**src/rtl/fc_in_buffer.sv**
```systemverilog
// fc_in_buffer: serial-to-parallel activation collector for an FC layer.
// Words arrive over a valid/ready stream and are assembled into the flat
// vector x (entry i at x[i*WIDTH +: WIDTH]). The finished vector is held
// stable and released through the x_valid/x_ready handshake.
//
// Optional feature macro: FC_IN_PINGPONG_EN
//   undefined - one bank; filling stalls while a vector is held.
//   defined   - two banks; the next vector fills while the previous is held.
module fc_in_buffer #(
    parameter int WIDTH = 8,
    parameter int IN    = 128
) (
    input  logic                  clk,
    input  logic                  rst,
    input  logic [WIDTH-1:0]      s_data,
    input  logic                  s_valid,
    input  logic                  s_last,
    output logic                  s_ready,
    output logic [IN*WIDTH-1:0]   x,
    output logic                  x_valid,
    input  logic                  x_ready,
    output logic                  err
);

    localparam int PW = (IN > 1) ? $clog2(IN) : 1;

`ifdef FC_IN_PINGPONG_EN
    localparam int NB = 2;
`else
    localparam int NB = 1;
`endif

    logic [PW-1:0]          r_wptr;
    logic                   r_err;
    logic                   w_accept;
    logic                   w_last_idx;
    logic                   w_done;
    logic                   w_xfer;
    logic [NB-1:0]          w_wsel;
    logic [IN*WIDTH-1:0]    w_bank_x [0:NB-1];

    assign w_accept   = s_valid & s_ready;
    assign w_last_idx = (r_wptr == PW'(IN - 1));
    // A vector completes on an explicit last or when the final slot is filled.
    assign w_done     = w_accept & (s_last | w_last_idx);
    assign w_xfer     = x_valid & x_ready;
    assign err        = r_err;

    // Write pointer: advances per accepted word, wraps to 0 on completion.
    always_ff @(posedge clk) begin
        if (rst) begin
            r_wptr <= '0;
        end else if (w_done) begin
            r_wptr <= '0;
        end else if (w_accept) begin
            r_wptr <= r_wptr + PW'(1);
        end
    end

    // Framing error: last flag and last slot must coincide; pulse one cycle.
    always_ff @(posedge clk) begin
        if (rst) begin
            r_err <= 1'b0;
        end else begin
            r_err <= w_accept & (s_last ^ w_last_idx);
        end
    end

    // Vector storage. Entries are plain registers because the layer reads
    // every entry in parallel each cycle.
    generate
        for (genvar bi = 0; bi < NB; bi++) begin : g_bank
            for (genvar gi = 0; gi < IN; gi++) begin : g_ent
                logic [WIDTH-1:0] r_entry;

                // Write the addressed entry; an early last zeroes the tail.
                always_ff @(posedge clk) begin
                    if (rst) begin
                        r_entry <= '0;
                    end else if (w_wsel[bi]) begin
                        if (w_accept && (r_wptr == PW'(gi))) begin
                            r_entry <= s_data;
                        end else if (w_done && s_last && (r_wptr < PW'(gi))) begin
                            r_entry <= '0;
                        end
                    end
                end

                assign w_bank_x[bi][gi*WIDTH +: WIDTH] = r_entry;
            end
        end
    endgenerate

`ifdef FC_IN_PINGPONG_EN
    logic       r_wb;
    logic       r_rb;
    logic [1:0] r_count;

    assign w_wsel  = {r_wb, ~r_wb};
    assign s_ready = ~rst & (r_count != 2'd2);
    assign x_valid = (r_count != 2'd0);
    assign x       = w_bank_x[r_rb];

    // Bank bookkeeping: completion fills bank wb, a transfer frees bank rb.
    always_ff @(posedge clk) begin
        if (rst) begin
            r_wb    <= 1'b0;
            r_rb    <= 1'b0;
            r_count <= 2'd0;
        end else begin
            if (w_done) begin
                r_wb <= ~r_wb;
            end
            if (w_xfer) begin
                r_rb <= ~r_rb;
            end
            case ({w_done, w_xfer})
                2'b10:   r_count <= r_count + 2'd1;
                2'b01:   r_count <= r_count - 2'd1;
                default: r_count <= r_count;
            endcase
        end
    end
`else
    localparam logic [0:0] ST_FILL = 1'b0;
    localparam logic [0:0] ST_HOLD = 1'b1;

    logic [0:0] r_state;

    assign w_wsel  = 1'b1;
    assign s_ready = ~rst & (r_state == ST_FILL);
    assign x_valid = (r_state == ST_HOLD);
    assign x       = w_bank_x[0];

    // FILL accepts words until completion; HOLD waits for the consumer.
    always_ff @(posedge clk) begin
        if (rst) begin
            r_state <= ST_FILL;
        end else begin
            case (r_state)
                ST_FILL: if (w_done) r_state <= ST_HOLD;
                ST_HOLD: if (w_xfer) r_state <= ST_FILL;
                default: r_state <= ST_FILL;
            endcase
        end
    end
`endif

endmodule

```
**config.mk**
```make
export PLATFORM = sky130hd
export DESIGN_NAME = fc_in_buffer
export DESIGN_NICKNAME = d
export VERILOG_FILES = /design/src/rtl/fc_in_buffer.sv
export SDC_FILE = /design/constraint.sdc
export NUM_CORES = 2
export LEC_CHECK = 0
export CORE_AREA = 2 2 410 412
export CTS_CLUSTER_DIAMETER = 100
export CTS_CLUSTER_SIZE = 28
export DETAILED_ROUTE_END_ITERATION = 10
export DIE_AREA = 0 0 412 414
export GPL_TIMING_DRIVEN = 0
export PLACE_DENSITY = 0.51
export REMOVE_ABC_BUFFERS = 1
export SLEW_MARGIN = 20
export SYNTH_ARGS = -nofsm -noshare
export SYNTH_HDL_FRONTEND = slang
export SYNTH_SLANG_ARGS = --single-unit
```
**constraint.sdc**
```tcl
create_clock -name clk -period 2.7 [get_ports clk]
set_clock_uncertainty 0.1 [all_clocks]
set_input_delay 0.405 -clock clk [delete_from_list [all_inputs] [get_ports clk]]
set_output_delay 0.405 -clock clk [all_outputs]
set_load 0.01 [all_outputs]
```
==> results.ini <==
[synthesis]
synth_cells = 3409
ys_types = 82
synth_warnings = 0
netlist_area_um2 = 36700
ys_seq_area_share_pct = 56.4
synth_flop_cell = dfxtp_1
synth_seq_cells = 1033
synth-edff-count = 0
avgSynthCellArea_um2 = 10.8
synthArstFlopShare_pct = 0

[placement]
placed_area_um2 = 51000
io_buffers = 1039
hpwl_mm = 151
gp_congestion = 0.797

[clock_tree]
cts_inserted_buffers = 47
path_clk_slew_ns = 0.11
clk-insertion-delay-late_ns = 0.69
cts_sinks = 1033
cts_tree = yes
cts_max_level = 2
root_buffer = clkbuf_16
cts_buffer_depth = 3

[layout]
area_growth_pct = 49.7
final_area_um2 = 54900
drive_gt1_share_pct = 13.8
fin_util_pct = 33.0
nFillCells = 16900
nets = 4446

[power]
clock_power_share_pct = 34.0
p_int_mw = 19.2
vdd_drop_max_mv = 0.437
power_per_cell_area_nw_per_um2 = 476
power_switching_mw = 6.90
switching_share_pct = 26.4
leakage_nw = 19.1
seq_power_share_pct = 58.4
combPwrFrac_pct = 7.6

[route]
ant_nets = 0
drt_iter0_drc = 2877
vias_per_cell = 5.04
drt-wirelength-per-cell_um = 31.2
drt-pass1-iter-count = 7
vias = 33500
wl_mm = 207
drc = 0

[run_status]
outcome = finished, violations left
violations = setup timing

[critical_path]
crit_arrival_ns = 3.29
path_class = flip-flop to flip-flop
rr_worst_depth = 5
crit_path_end_kind = flip-flop
worst_ep_required_time_ns = 3.22
r2r-end = g_bank[0].g_ent[113].r_entry[4]$_SDFFE_PP0P_
r2r_slack_ns = -0.08
critPathMaxFanout = 39
cp-startpoint = r_wptr[4]$_SDFFE_PP0P_
worstReg2RegStart = r_wptr[4]$_SDFFE_PP0P_
start_kind = flip-flop

[floorplanning]
core_um2 = 166000
die-area_um2 = 171000
start_util_pct = 22.1
placementRows = 150
dieWidth_um = 412
die_h_um = 414
io_pins = 1040

[min_path]
hold_depth = 3
holdPathEnd = g_bank[0].g_ent[120].r_entry[4]$_SDFFE_PP0P_
hold_path_class = input pin to flip-flop
min_from = s_data[4]

[sta]
slew_viol_final = 0
finalWorstSetupSlack_ns = -0.0751
fin_hold_ws_ns = 0.135
hold_viol = 0
finalSetupViolCount = 8
post-route-period-util_pct = 103
maxSlewHeadroom_pct = 39.9
period_minus_slack_ns = 2.78
rsz0062_at_grt = yes
fmax_mhz = 360
tightest_slew_ns = 0.896

[global_route]
grt_pass1_vias = 31400
track_usage_pct = 23.0
grt_max_degree = 111
grt-ovfl-total = 0
antenna_found_initial = 7
grt_pass1_wl_mm = 277

[flow_run]
cap_viol_max_count = 0

[per-stage QoR]
| step | setup TNS, ns | total power, mW | std cells | setup WS (ns) |
|---|---|---|---|---|
| global route | -0.0399 | 27.0 | 6646 | -0.0142 |
| floorplan | -1039.32 | 16.2 | 3117 | -3.85 |
| CTS | -4.59 | 26.3 | 6625 | -0.202 |
| global placement | - | 17.1 | 6360 | -35.33 |
| detailed placement | -1213.37 | 17.4 | 6461 | -1.90 |
| finish | -0.454 | 26.1 | 6648 | -0.0751 |
[critical path, cell delays in order, from the launching register on]
cell and delay, ns:
dfxtp_4 0.60, buf_16 0.28, nand2_1 0.40, o22ai_4 0.53, o311a_2 0.55, a22o_1 0.20
[cell usage after synthesis (all sizes together) (12+ instances only)]
| master | number | share of area (%) |
|---|---|---|
| dfxtp | 1033 | 56 |
| a22o | 616 | 15 |
| nand2 | 324 | 3.3 |
| clkbuf | 187 | 1.9 |
| nand3 | 159 | 2.2 |
| o22ai | 146 | 2.5 |
| a21oi | 129 | 1.8 |
| nor3 | 110 | 2.5 |
| buf | 105 | 1.6 |
| o2bb2ai | 64 | 1.5 |
| nor2 | 61 | 0.63 |
| a211oi | 44 | 1.2 |
| o21ai | 41 | 0.59 |
| inv | 32 | 0.33 |
| nor4 | 30 | 1.3 |
| nand4 | 28 | 0.48 |
| a32o | 25 | 0.68 |
| nor2b | 24 | 0.41 |
| and2 | 19 | 0.32 |
| a22oi | 18 | 0.37 |
| mux2i | 16 | 0.44 |
| a311oi | 14 | 0.47 |
| o31ai | 13 | 0.27 |
| nand2b | 12 | 0.20 |
[state kept, by name, summed over array words and instances, names as in the netlist]
name and count:
err 1, r_wptr 7, g_bank.g_ent.r_entry 1024, x_valid 1
[kinds of logic (layout without fill, tap and decap cells)]
group                      Yosys count  in the layout  synth area share, %
muxes                               16             16                0.437
adders and majority gates            5              5                0.171
other                                0              2                    0
xor gates and xnor gates             2              2               0.0478
buffers and inverters              324           1356                 3.80
AOI/OAI and AO/OA                 1168           1168                 25.5
and+or+nand+nor                    861            862                 13.7
DFF                               1033           1033                 56.4
[routing by layer]
| layer | part of all wire [%] | global-route usage [%] | up-vias |
|---|---|---|---|
| li1 | - | - | 14900 |
| met1 | 41 | 28.7 | 17000 |
| met2 | 49 | 39.6 | 1329 |
| met3 | 6.6 | 4.76 | 238 |
| met4 | 3.1 | 6.32 | 6 |
| met5 | 0.041 | 0 | - |
[power groups by stage]
| stage | logic [mW] | clock network (mW) | registers [mW] |
|---|---|---|---|
| after floorplan | 0.600 | 0 | 15.6 |
| after global placement | 1.52 | 0 | 15.6 |
| after detailed placement | 1.79 | 0 | 15.6 |
| after CTS | 1.97 | 9.11 | 15.3 |
| after global routing | 2.07 | 9.63 | 15.3 |
| final | 1.99 | 8.89 | 15.3 |
[final cells by class]
type	count	area (um2)	share of cell area, %
flip-flops and latches	1033	20700	37.7
multi-input cells	2053	16300	29.7
repair buffers	1261	13600	24.8
well taps	2204	2760	5.02
clock buffers	50	1240	2.26
clock inverters	13	175	0.319
inverters	32	126	0.230
diodes	2	5.00	0.00911
[layout by cell type (no fill, tap or decap), types with 9 or more instances in the layout]
master	instances
buf_4	106
nand3_2	14
a22oi_1	18
nand4_1	28
a211oi_4	30
nor3_2	26
and2_1	15
mux2i_1	16
a22o_1	616
nand3_1	144
buf_2	10
nor4_4	24
a211oi_1	10
o31ai_1	12
inv_1	30
nor3_1	13
buf_12	56
o21ai_0	28
a21oi_1	117
o2bb2ai_1	64
o22ai_1	145
clkbuf_16	51
nand2_1	313
o21ai_2	9
nand2_2	10
a32oi_1	10
nor2b_1	14
a32o_1	25
clkdlybuf4s50_1	1027
nor3_4	71
buf_6	14
a21o_1	9
nor2_1	55
dfxtp_1	1025
buf_16	36
[what timing repair did]
action / 4_1_cts / 5_1_grt
resized for setup: 198 / 23
pin swaps: 72 / 16
hold buffers: 0 / 0
buffers inserted: 99 / 20
endpoints found under the setup margin: 1023 / 345
gates cloned: 2 / 1
[worst max-delay path by stage]
stage / endpoint / slack, ns / cells after the start
floorplan: g_bank[0].g_ent[71].r_entry[0]$_SDFFE_PP0P_ / -3.85 / 4
global placement: g_bank[0].g_ent[95].r_entry[5]$_SDFFE_PP0P_ / -35.33 / 3
detailed placement: g_bank[0].g_ent[73].r_entry[5]$_SDFFE_PP0P_ / -1.90 / 5
CTS: g_bank[0].g_ent[47].r_entry[5]$_SDFFE_PP0P_ / -0.20 / 6
global route: g_bank[0].g_ent[21].r_entry[7]$_SDFFE_PP0P_ / -0.01 / 4
finish: g_bank[0].g_ent[113].r_entry[4]$_SDFFE_PP0P_ / -0.08 / 5
(Power assumes the default switching activity.)
